<file path="src/rtl/wb_pattern_pkg.sv">
// Shared types and constants for the Wishbone pattern master and its LFSR.
package wb_pattern_pkg;

  typedef enum logic [2:0] {
    ST_IDLE,
    ST_WR,
    ST_WR_GAP,
    ST_RD,
    ST_RD_GAP,
    ST_DONE
  } state_e;

  // Feedback taps 32,22,2,1 expressed as bit positions 31,21,1,0.
  localparam logic [31:0] LFSR_TAPS = 32'h8020_0003;
  localparam logic [3:0]  SEL_ALL   = 4'hF;
  localparam int          ERR_CNT_W = 16;

  function automatic logic [31:0] lfsr_next(input logic [31:0] q);
    return {q[30:0], ^(q & LFSR_TAPS)};
  endfunction

endpackage

</file>
<file path="src/rtl/wb_pattern_master_lfsr.sv">
// 32-bit Fibonacci LFSR; the same instance replays the sequence for write and read phases.
module wb_lfsr32
  import wb_pattern_pkg::*;
(
  input  logic        clk,
  input  logic        rst,
  input  logic        load,
  input  logic [31:0] seed,
  input  logic        step,
  output logic [31:0] q
);

  // NOTE: state registers use non-blocking assignments so every flop samples pre-edge values.
  always_ff @(posedge clk) begin
    if (rst || load) begin
      q <= seed;
    end else if (step) begin
      q <= lfsr_next(q);
    end
  end

endmodule

</file>
<file path="src/rtl/wb_pattern_master.sv">
// Wishbone classic master: writes NUM_WORDS LFSR words, reads them back and
// reports failures (mismatch, err_i, or timeout).
module wb_pattern_master
  import wb_pattern_pkg::*;
#(
  parameter int unsigned           ADDR_WIDTH = 32,
  parameter int unsigned           DATA_WIDTH = 32,
  parameter logic [ADDR_WIDTH-1:0] BASE_ADDR  = '0,
  parameter int unsigned           NUM_WORDS  = 256,
  parameter logic [31:0]           SEED       = 32'hACE1_2468,
  parameter int unsigned           TIMEOUT    = 255
) (
  input  logic                  clk,
  input  logic                  rst,
  input  logic                  start,
  output logic [ADDR_WIDTH-1:0] adr_o,
  output logic [DATA_WIDTH-1:0] dat_o,
  input  logic [DATA_WIDTH-1:0] dat_i,
  output logic                  we_o,
  output logic [3:0]            sel_o,
  output logic                  cyc_o,
  output logic                  stb_o,
  input  logic                  ack_i,
  input  logic                  err_i,
  output logic                  busy,
  output logic                  done,
  output logic                  pass,
  output logic [ERR_CNT_W-1:0]  err_count,
  output logic [ADDR_WIDTH-1:0] first_err_addr
);

  localparam int TMO_W = $clog2(TIMEOUT + 1);
  localparam int IDX_W = 16;

  state_e                  r_state, w_state_nxt;
  logic [IDX_W-1:0]        r_idx, w_entry_idx;
  logic [TMO_W-1:0]        r_tmo;
  logic [ADDR_WIDTH-1:0]   r_adr, r_first;
  logic [DATA_WIDTH-1:0]   r_dat;
  logic                    r_we, r_cyc, r_busy, r_done, r_pass;
  logic [3:0]              r_sel;
  logic [ERR_CNT_W-1:0]    r_err_cnt, w_err_inc;
  logic [31:0]             w_lfsr_q;
  logic                    w_ack, w_err, w_tmo, w_complete, w_last;
  logic                    w_start_acc, w_enter, w_fail, w_lfsr_load;

  // Slave responses only count while our own cycle is open.
  assign w_ack       = r_cyc & ack_i;
  assign w_err       = r_cyc & err_i;
  assign w_tmo       = r_cyc & (r_tmo == TMO_W'(TIMEOUT - 1));
  assign w_complete  = w_ack | w_err | w_tmo;
  assign w_last      = (r_idx == IDX_W'(NUM_WORDS - 1));
  assign w_start_acc = start & ((r_state == ST_IDLE) | (r_state == ST_DONE));
  assign w_lfsr_load = w_start_acc | ((r_state == ST_WR) & w_complete & w_last);
  assign w_err_inc   = (r_err_cnt == '1) ? r_err_cnt : r_err_cnt + 1'b1;

  wb_lfsr32 u_lfsr (
    .clk  (clk),
    .rst  (rst),
    .load (w_lfsr_load),
    .seed (SEED),
    .step (w_complete),
    .q    (w_lfsr_q)
  );

  always_ff @(posedge clk) begin
    if (rst) r_state <= ST_IDLE;
    else     r_state <= w_state_nxt;
  end

  // NOTE: every output of this block gets a default first, so no path can infer a latch.
  always_comb begin
    w_state_nxt = r_state;
    w_enter     = 1'b0;
    w_fail      = 1'b0;
    w_entry_idx = r_idx;
    unique case (r_state)
      ST_IDLE, ST_DONE: begin
        if (start) begin
          w_state_nxt = ST_WR;
          w_enter     = 1'b1;
          w_entry_idx = '0;
        end
      end
      ST_WR: begin
        if (w_complete) begin
          w_fail      = ~w_ack;
          w_state_nxt = w_last ? ST_RD_GAP : ST_WR_GAP;
        end
      end
      ST_WR_GAP: begin
        w_state_nxt = ST_WR;
        w_enter     = 1'b1;
      end
      ST_RD: begin
        if (w_complete) begin
          w_fail      = w_ack ? (dat_i != w_lfsr_q) : 1'b1;
          w_state_nxt = w_last ? ST_DONE : ST_RD_GAP;
        end
      end
      ST_RD_GAP: begin
        w_state_nxt = ST_RD;
        w_enter     = 1'b1;
      end
      default: w_state_nxt = ST_IDLE;
    endcase
  end

  always_ff @(posedge clk) begin
    if (rst) begin
      r_idx     <= '0;
      r_tmo     <= '0;
      r_adr     <= '0;
      r_dat     <= '0;
      r_we      <= 1'b0;
      r_sel     <= '0;
      r_cyc     <= 1'b0;
      r_busy    <= 1'b0;
      r_done    <= 1'b0;
      r_pass    <= 1'b0;
      r_err_cnt <= '0;
      r_first   <= '0;
    end else begin
      if (w_enter) begin
        r_cyc <= 1'b1;
        r_sel <= SEL_ALL;
        r_we  <= (w_state_nxt == ST_WR);
        r_adr <= BASE_ADDR + (ADDR_WIDTH'(w_entry_idx) << 2);
        r_tmo <= '0;
        // On a fresh start the LFSR is reloaded this same edge, so take SEED directly.
        if (w_state_nxt == ST_WR) r_dat <= w_start_acc ? SEED : w_lfsr_q;
      end else if (r_cyc) begin
        if (w_complete) begin
          r_cyc <= 1'b0;
          r_sel <= '0;
          r_we  <= 1'b0;
        end else begin
          r_tmo <= r_tmo + 1'b1;
        end
      end

      if (w_start_acc) begin
        r_idx     <= '0;
        r_busy    <= 1'b1;
        r_done    <= 1'b0;
        r_pass    <= 1'b0;
        r_err_cnt <= '0;
        r_first   <= '0;
      end

      if (w_complete) r_idx <= w_last ? '0 : r_idx + 1'b1;

      if (w_fail) begin
        if (r_err_cnt == '0) r_first <= r_adr;
        r_err_cnt <= w_err_inc;
      end

      if ((r_state == ST_RD) && (w_state_nxt == ST_DONE)) begin
        r_busy <= 1'b0;
        r_done <= 1'b1;
        r_pass <= (r_err_cnt == '0) & ~w_fail;
      end
    end
  end

  assign adr_o          = r_adr;
  assign dat_o          = r_dat;
  assign we_o           = r_we;
  assign sel_o          = r_sel;
  assign cyc_o          = r_cyc;
  assign stb_o          = r_cyc;
  assign busy           = r_busy;
  assign done           = r_done;
  assign pass           = r_pass;
  assign err_count      = r_err_cnt;
  assign first_err_addr = r_first;

endmodule

</file>
<file path="config.mk">
export PLATFORM = sky130hd
export DESIGN_NAME = wb_pattern_master
export DESIGN_NICKNAME = d
export VERILOG_FILES = /design/src/rtl/wb_pattern_pkg.sv /design/src/rtl/wb_pattern_master_lfsr.sv /design/src/rtl/wb_pattern_master.sv
export SDC_FILE = /design/constraint.sdc
export NUM_CORES = 1
export LEC_CHECK = 0
export ABC_AREA = 1
export ABC_CLOCK_PERIOD_IN_PS = 2150
export CORE_MARGIN = 8
export CORE_UTILIZATION = 30
export DETAILED_ROUTE_END_ITERATION = 10
export PLACE_DENSITY_LB_ADDON = 0.08
export SLEW_MARGIN = 20
export SYNTH_ARGS = -nofsm -noshare
export SYNTH_HDL_FRONTEND = slang
export SYNTH_SLANG_ARGS = --single-unit
</file>
<file path="constraint.sdc">
create_clock -name clk -period 2.15 [get_ports clk]
set_input_delay 0.5375 -clock clk [delete_from_list [all_inputs] [get_ports clk]]
set_output_delay 0.5375 -clock clk [all_outputs]
set_load 0.01 [all_outputs]
</file>
* Yosys cells after proc, flatten, opt, wreduce, memory -nomap -nowiden *
Cells that the tools add are included.

word-level totals
  flip-flop bits (word level) = 164

cells by class
  add/subtract/negate cells = 3
  eq/ne operators = 12
  muxes and demuxes = 35
  bitwise logic cells = 14
  reduce and logical (&&, ||, !) cells = 18

operators with widths
  operator               count
  $mux 32                4
  $mux 16                7
  $add 16x1->16 const B  2
  $ne 32x32->1           1
  $reduce_xor 32->1      1
  $eq 16x16->1 const B   1
  $eq 16x8->1 const B    1
  $logic_not 16->1       1
  $pmux 3 s5             1
  $mux 1                 14
  $mux 3                 4
  $mux 4                 3
  $reduce_bool 2->1      5
  $eq 3x3->1 const B     3
  $add 8x1->8 const B    1
  $eq 8x8->1 const B     1
  $reduce_and 2->1       4
  $reduce_or 2->1        4
  $and 1x1->1            7
  $eq 3x1->1 const B     2
  $eq 3x2->1 const B     2
  $or 1x1->1             4
  $pmux 1 s2             2
  $logic_not 3->1        1
  other kinds (4)        6

* Longest topological paths before layout *
Gate-level depths: netlist of run 1.

  depth after elaboration = 8
  gate-level depth with buffers = 16
  gate-level depth less buffers = 15

* Hierarchy *
Synthesis of run 1 repeated with hierarchy kept, for this count alone.

unflattened totals
  cell total of the unflattened synthesis = 1026
  area, all modules = 7885.1 um^2

modules (own cells, without submodules)
  module             instances  cells each  area an instance (um^2)  seq. area each (um^2)
  wb_pattern_master  1          874         6437.4                   2582.5
  wb_lfsr32          1          152         1447.6                   960.9

* Worst setup path before layout of run 1 *
No wires, ideal clock.

  path kind = register to register
  start point = register r_idx[1]
  end point = register r_dat[29] (netlist: dat_o[29])
  setup time = 0.116 ns
  arrival = 1.843 ns
  setup slack = 0.191 ns
  cell stages (with the launch flop) = 14
  path through = dfxtp_1 > ha_1 > nand3_2 > nor3_2 > inv_2 > nor2_8 > nand2_4 > nand2_4 > inv_4 > o21ai_4 > nand3_4 > buf_6 > nor3_2 > nor2_2

on the way
  cells in the longest elaborated chain, start to end = 6

ends and longest elaborated chain
  what                                   RTL line                                          RTL
  from (decl)                            wb_pattern_master.sv:36                           logic [IDX_W-1:0] r_idx, w_entry_idx;
  from (signal assigned)                 wb_pattern_master.sv:151                          if (w_complete) r_idx <= w_last ? '0 : r_idx + 1'b1;
  $eq 16x8->1 (*)                        wb_pattern_master.sv:52                           assign w_last = (r_idx == IDX_W'(NUM_WORDS - 1));
  $mux 1 or $mux 3 (tied branches)       wb_pattern_master.sv:98, wb_pattern_master.sv:88
  $mux 3, on equally long branches       wb_pattern_master.sv:96, wb_pattern_master.sv:86
  $pmux 3 s5 (*)                         wb_pattern_master.sv:77                           unique case (r_state)
  $eq 3x1->1 (*)                         wb_pattern_master.sv:131                          if (w_state_nxt == ST_WR) r_dat <= w_start_acc ? SEED : w_lfsr_q;
  $reduce_and 2->1 (no source line) (*)  n/a
  to (signal assigned)                   wb_pattern_master.sv:131
  to (decl)                              wb_pattern_master.sv:39                           logic [DATA_WIDTH-1:0] r_dat;

Mark *: on every way between the ends. The rest lies on a longest branch, timed or not.
A chain may end at the register's enable or synchronous reset.

* Worst setup path after layout of run 1 *
  start point = register r_err_cnt[7] (netlist: err_count[7])
  end point = output port err_count[7]

RTL lines
  what                    RTL line                  RTL
  from (decl)             wb_pattern_master.sv:42   logic [ERR_CNT_W-1:0] r_err_cnt, w_err_inc;
  from (signal assigned)  wb_pattern_master.sv:155  r_err_cnt <= w_err_inc;
  to (decl)               wb_pattern_master.sv:28   output logic [ERR_CNT_W-1:0] err_count,

No word-level cell between the ends.

==> results of run 1 <==
==> kinds of logic (layout without fill, tap and decap cells) <==
| family | count (synthesis) | after routing | share of synthesized area (%) |
|---|---|---|---|
| compound gates | 177 | 177 | 14.6 |
| xor+xnor | 40 | 40 | 4.52 |
| fa+ha+maj | 5 | 5 | 0.807 |
| buf+inv | 214 | 412 | 12.2 |
| flops | 161 | 161 | 41.6 |
| other cells | 1 | 16 | 0.0484 |
| simple gates | 446 | 446 | 26.2 |
==> cells in the mapped netlist (3+ instances only) <==
cell type                   number
sky130_fd_sc_hd__o22ai_1        12
sky130_fd_sc_hd__o21ai_0        37
sky130_fd_sc_hd__nand4_1        11
sky130_fd_sc_hd__o21ai_1        10
sky130_fd_sc_hd__a21oi_1        73
sky130_fd_sc_hd__nand2_1       252
sky130_fd_sc_hd__nand3_1        68
sky130_fd_sc_hd__o211ai_1       10
sky130_fd_sc_hd__buf_1           4
sky130_fd_sc_hd__inv_2          12
sky130_fd_sc_hd__nand3_2         4
sky130_fd_sc_hd__nand2_2         3
sky130_fd_sc_hd__inv_1         130
sky130_fd_sc_hd__nor3_2         12
sky130_fd_sc_hd__buf_2           5
sky130_fd_sc_hd__buf_6           4
sky130_fd_sc_hd__dfxtp_1       161
sky130_fd_sc_hd__o2111ai_1       7
sky130_fd_sc_hd__nor3_1         13
sky130_fd_sc_hd__xor2_1         13
sky130_fd_sc_hd__nand2_4         3
sky130_fd_sc_hd__xnor2_1        27
sky130_fd_sc_hd__a22oi_2        19
sky130_fd_sc_hd__a221oi_1        3
sky130_fd_sc_hd__nor2_1         61
sky130_fd_sc_hd__clkbuf_1       31
sky130_fd_sc_hd__ha_1            5
sky130_fd_sc_hd__nor2_2          4
sky130_fd_sc_hd__nor4_1          6
sky130_fd_sc_hd__buf_4          23
==> what timing repair did <==
action                     CTS  global route
setup endpoints to repair    0            41
hold buffers                 0             0
setup buffers                0            14
resized for setup            0            19
==> path summary, 6_finish.rpt <==
path                            startpoint                            end  slack [ns]  cells after the start
max reg2reg          r_idx[0]$_SDFFE_PP0P_         dat_o[29]$_SDFFE_PP0P_        0.13                     14
min          first_err_addr[28]$_SDFF_PP0_  first_err_addr[28]$_SDFF_PP0_        0.45                      2
max              err_count[7]$_SDFFE_PP0P_                   err_count[7]        0.09                      2
min reg2reg  first_err_addr[28]$_SDFF_PP0_  first_err_addr[28]$_SDFF_PP0_        0.45                      2
==> cell type report <==
| type | instances | area (um^2) |
|---|---|---|
| multi-input cells | 684 | 3700 |
| repair buffers | 235 | 2280 |
| inverters | 145 | 554 |
| fillers | 2647 | 14900 |
| flip-flops and latches | 161 | 3230 |
| well taps | 335 | 419 |
| clock inverters | 14 | 143 |
| clock buffers | 18 | 429 |
==> sequential cells by signal, indices dropped and copies added, names as in the netlist <==
signal,count
dat_o,32
first_err_addr,32
u_lfsr.q,32
adr_o,16
err_count,16
r_idx,16
r_tmo,8
r_state,3
busy,1
cyc_o,1
done,1
pass,1
sel_o,1
we_o,1
==> metal layers <==
layer / GRT usage [%] / part of all wire [%] / wire (um) / vias up
met5: 0 / 0 / 0 / -
met4: 3.57 / 0.77 / 178 / 0
met3: 3.58 / 4.8 / 1100 / 15
met2: 24.2 / 47 / 10900 / 133
met1: 19.1 / 47 / 11000 / 3269
li1: - / - / - / 3728
==> where the power goes <==
| group | total, mW | internal (mW) | switching, mW | leakage (nW) |
|---|---|---|---|---|
| registers | 3.20 | 3.10 | 0.101 | 1.31 |
| logic | 1.20 | 0.579 | 0.621 | 2.75 |
| clock network | 2.99 | 1.55 | 1.44 | 0.274 |
| total | 7.39 | 5.23 | 2.16 | 4.34 |
==> critical path, delay by kind of cell, from the launching register on <==
kind,cells,cell delay [ns]
buf+inv,2,0.75
flops,1,0.35
==> run metrics, run 1 <==
status=finished clean; chip width=177 um; number of unique standard cell types used by synthesis=48; type of the tightest min-delay check=flip-flop to flip-flop; worst clock skew on the final layout=0.0161 ns; die height=177 um; slowest stage delay, CP=0.58 ns; number of buffers inserted by port buffering=142; ranking of synthesized cells by area=sky130_fd_sc_hd__dfxtp_1 42%, sky130_fd_sc_hd__nand2_1 12%, sky130_fd_sc_hd__inv_1 6.3%; hold slack final=0.450 ns; Leak=4.34 nW; initial antenna violation count=0; worst-case setup slack after placement=-0.253 ns; num rows=59; total number of nets in the final design=1286; arrival time worst endpoint=1.52 ns; worst vdd rail ir drop=384 uV; commonest non-fill, non-tap cell in the layout=sky130_fd_sc_hd__nand2_1; cell total after placement=1545; CTS max path bufs=2; critical-path cell with the highest stage delay=sky130_fd_sc_hd__clkdlybuf4s50_1; number of buffers created by CTS=17; drt wl/cell=14.5 um; nature of the critical path startpoint=flip-flop; first-pass GRT wire length=37100 um; synthesis-stage register bit count=161; CP Cell Sequence=buf_4, clkdlybuf4s50_1; Synth area leader=sky130_fd_sc_hd__dfxtp_1; # DRC=0; top_reg_cell synth=sky130_fd_sc_hd__dfxtp_1; number of inserted diodes=0; Final Total Pwr=7.39 mW; Clk Tree Root Cell=sky130_fd_sc_hd__clkbuf_16; highest-count cells in the layout ignoring fill and taps=251 x sky130_fd_sc_hd__nand2_1, 158 x sky130_fd_sc_hd__dfxtp_1, 141 x sky130_fd_sc_hd__clkdlybuf4s50_1, 130 x sky130_fd_sc_hd__inv_1, 80 x sky130_fd_sc_hd__buf_4; count of maximum capacitance violations=0; global-route usage over all layers=14.7%; clock transition at the registers of the reported paths=0.07 ns; required time of the worst setup path=1.61 ns; final number of hold-violating endpoints=0; Clock Sinks=161; TritonCTS clock tree=built; kind of critical path=flip-flop to primary output; initial standard-cell utilization of the core=30.2%; CTS H-Tree Depth=4; TNS Setup=0 ns; wire length after detailed routing=23100 um; number of I/O pins=159; Max Transition Viols Final=0; worst-path fanout max=7; maximum clock frequency=485 MHz; routed vias=7145; post-route core utilization=41.9%; share of post-route cells with drive strength above 1=16.1%; Initial DRT Pass Iterations=5; PnR worst setup slack=0.0895 ns; cell area after technology mapping=0.00775 mm^2; post-DR vias/cell=4.49; final antenna-violating net count=0; worst-margin pin slew=0.611 ns; iteration-0 DRC count of the detailed router=388; Syn Area/Cell=7.43 um^2; Slew HR=58.9%; routability-driven placement congestion ratio=0.801; number of warnings printed during yosys synthesis=0; Cells after Synth=1044; overflow left after global routing=0; Std-Cell Core Area=0.0257 mm^2; share of synthesized flip-flops with an asynchronous set or reset=0%; minimum period implied by the final worst setup slack=2.06 ns; count of flip-flops with a built-in enable after synthesis=0; sequential area share after synthesis=41.6%; fin area=0.0108 mm^2; area of placed instances=0.00997 mm^2; fraction of post-synthesis cell area in the top cell type by area=41.6%; filler-free cell count of the finished design=1592; post-DP HPWL=17100 um; P&R area growth vs syn=38.8%; pin count of the biggest net entering global routing=39; kind of capture point of the worst setup path=primary output; Worst-Skew Late Latency=0.43 ns; vias in the first global route=6854; total power density per cell area=687 mW/mm^2; Final Setup Violations=0; final cycle utilization of the critical path=95.8%; DIE AREA=0.0312 mm^2
Note: power is estimated with default switching activity, not from simulation.
==> run 2: changes to the inputs <==
CORE_UTILIZATION = 25   (was 30)
==> run 2 against run 1 <==
Compared with the run above:
- largest power group unchanged
- combinational power hardly changed
- critical path type is now flip-flop to flip-flop
- flip-flop and latch count stayed put
- count of clock-buffer cells in the layout stayed put
- core utilization fell by 6.1 points
- largest cell class unchanged
- first-iteration DRC count increased by 4.1%
==> run metrics, run 2 (synthesis results as in run 1) <==
status=finished clean; Max Transition Viols Final=0; DIE AREA=0.0369 mm^2; number of I/O pins=159; vias in the first global route=6938; filler-free cell count of the finished design=1649; post-DP HPWL=18600 um; minimum period implied by the final worst setup slack=2.11 ns; count of hold-fix buffers inserted at cts=0; area of placed instances=0.0100 mm^2; # DRC=0; TritonCTS clock tree=built; cell total after placement=1602; maximum clock frequency=473 MHz; switching power=2.27 mW; worst clock skew on the final layout=0.0247 ns; worst vdd rail ir drop=415 uV; TNS Setup=0 ns; Clk network pwr share=41.1%; routability-driven placement congestion ratio=0.794; Std-Cell Core Area=0.0306 mm^2; num rows=64; wire length after detailed routing=25600 um; first-pass GRT wire length=39100 um; RSZ-0062 raised after global routing=yes; commonest non-fill, non-tap cell in the layout=sky130_fd_sc_hd__nand2_1; number of inserted diodes=0; overflow left after global routing=0; Leak=4.39 nW; type of the tightest min-delay check=flip-flop to flip-flop; Initial DRT Pass Iterations=5; Net Sw Frac=30.1%; Gate power share=16.4%; post-DR vias/cell=4.33; worst-path fanout max=7; Clock Sinks=161; CTS H-Tree Depth=4; share of post-route cells with drive strength above 1=16.0%; kind of critical path=flip-flop to flip-flop; P&R area growth vs syn=41.1%; CTS max path bufs=2; nature of the critical path startpoint=flip-flop; chip width=192 um; final cycle utilization of the critical path=98.3%; number of buffers created by CTS=17; count of maximum capacitance violations=0; Slew HR=59.0%; die height=192 um; total power density per cell area=689 mW/mm^2; filler cell count in the final layout=3208; post-route core utilization=35.8%; drt wl/cell=15.5 um; number of buffers inserted by port buffering=142; pin count of the biggest net entering global routing=39; Worst-Skew Late Latency=0.44 ns; global-route usage over all layers=13.5%; Final Setup Violations=0; initial standard-cell utilization of the core=25.3%; iteration-0 DRC count of the detailed router=404; highest-count cells in the layout ignoring fill and taps=252 x sky130_fd_sc_hd__nand2_1, 159 x sky130_fd_sc_hd__dfxtp_1, 140 x sky130_fd_sc_hd__clkdlybuf4s50_1, 130 x sky130_fd_sc_hd__inv_1, 73 x sky130_fd_sc_hd__a21oi_1; initial antenna violation count=0; total number of nets in the final design=1282; final antenna-violating net count=0; Final Total Pwr=7.54 mW; Seq pwr share=42.5%; fin area=0.0109 mm^2; final number of hold-violating endpoints=0; kind of capture point of the worst setup path=flip-flop; Clk Tree Root Cell=sky130_fd_sc_hd__clkbuf_16; clock transition at the registers of the reported paths=0.07 ns; worst-margin pin slew=0.609 ns; required time of the worst setup path=2.47 ns; Internal Dissipation=5.27 mW; arrival time worst endpoint=2.44 ns; routed vias=7141
==> run 2: final cells by class <==
| class | count | area, um^2 | area share [%] |
|---|---|---|---|
| Clock inverter | 14 | 158 | 1.44 |
| Sequential cell | 161 | 3230 | 29.5 |
| Clock buffer | 18 | 439 | 4.02 |
| Timing Repair Buffer | 229 | 2270 | 20.8 |
| Tap cell | 396 | 495 | 4.53 |
| Inverter | 145 | 554 | 5.07 |
| Multi-Input combinational cell | 686 | 3790 | 34.7 |
==> run 2: power groups by stage <==
stage	Sequential (mW)	Combinational, mW	Clock [mW]
4_1_cts	3.20	1.16	3.22
5_1_grt	3.22	1.35	3.34
3_3_place_gp	3.28	1.15	0
2_1_floorplan	3.28	0.586	0
6_report	3.20	1.23	3.10
3_5_place_dp	3.27	1.15	0
==> run 2: worst max-delay path, cell delays in order (launching register included) <==
cell,delay (ns)
sky130_fd_sc_hd__dfxtp_2,0.36
sky130_fd_sc_hd__ha_4,0.15
sky130_fd_sc_hd__nand3_4,0.08
sky130_fd_sc_hd__nor3_4,0.17
sky130_fd_sc_hd__inv_2,0.09
sky130_fd_sc_hd__nor2_8,0.14
sky130_fd_sc_hd__nand2_4,0.07
sky130_fd_sc_hd__nand2_4,0.09
sky130_fd_sc_hd__inv_4,0.04
sky130_fd_sc_hd__o21ai_4,0.21
sky130_fd_sc_hd__nand3_4,0.11
sky130_fd_sc_hd__buf_12,0.17
sky130_fd_sc_hd__clkbuf_16,0.16
sky130_fd_sc_hd__nor3_4,0.10
sky130_fd_sc_hd__nor2_1,0.05
==> run 2: path summary, 6_finish.rpt <==
path	start	endpoint	slack, ns	cells after the start
max	r_idx[1]$_SDFFE_PP0P_	dat_o[3]$_SDFFE_PP0P_	0.04	14
min	first_err_addr[21]$_SDFF_PP0_	first_err_addr[21]$_SDFF_PP0_	0.46	2
max reg2reg	r_idx[1]$_SDFFE_PP0P_	dat_o[3]$_SDFFE_PP0P_	0.04	14
min reg2reg	first_err_addr[21]$_SDFF_PP0_	first_err_addr[21]$_SDFF_PP0_	0.46	2
==> run 2: metal layers <==
metal	wire length (um)	share of wire (%)	global-route usage, %
met1	12200	48	17.6
met2	12100	47	22.0
met5	0	0	0
met4	182	0.71	3.44
met3	1160	4.5	3.16
==> run 2: stage by stage <==
step	hold WS (ns)	setup slack [ns]
5_1_grt	0.480	-0.0655
4_1_cts	0.456	0.0112
6_report	0.456	0.0369
2_1_floorplan	0.445	0.191
3_3_place_gp	0.440	-0.426
3_5_place_dp	0.444	-0.458
==> run 2: what timing repair did <==
action                     in CTS  in global routing
pin swaps                       2                 14
gates resized for setup         1                 29
gates cloned                    0                  5
buffers inserted                2                  8
setup endpoints to repair      15                 85
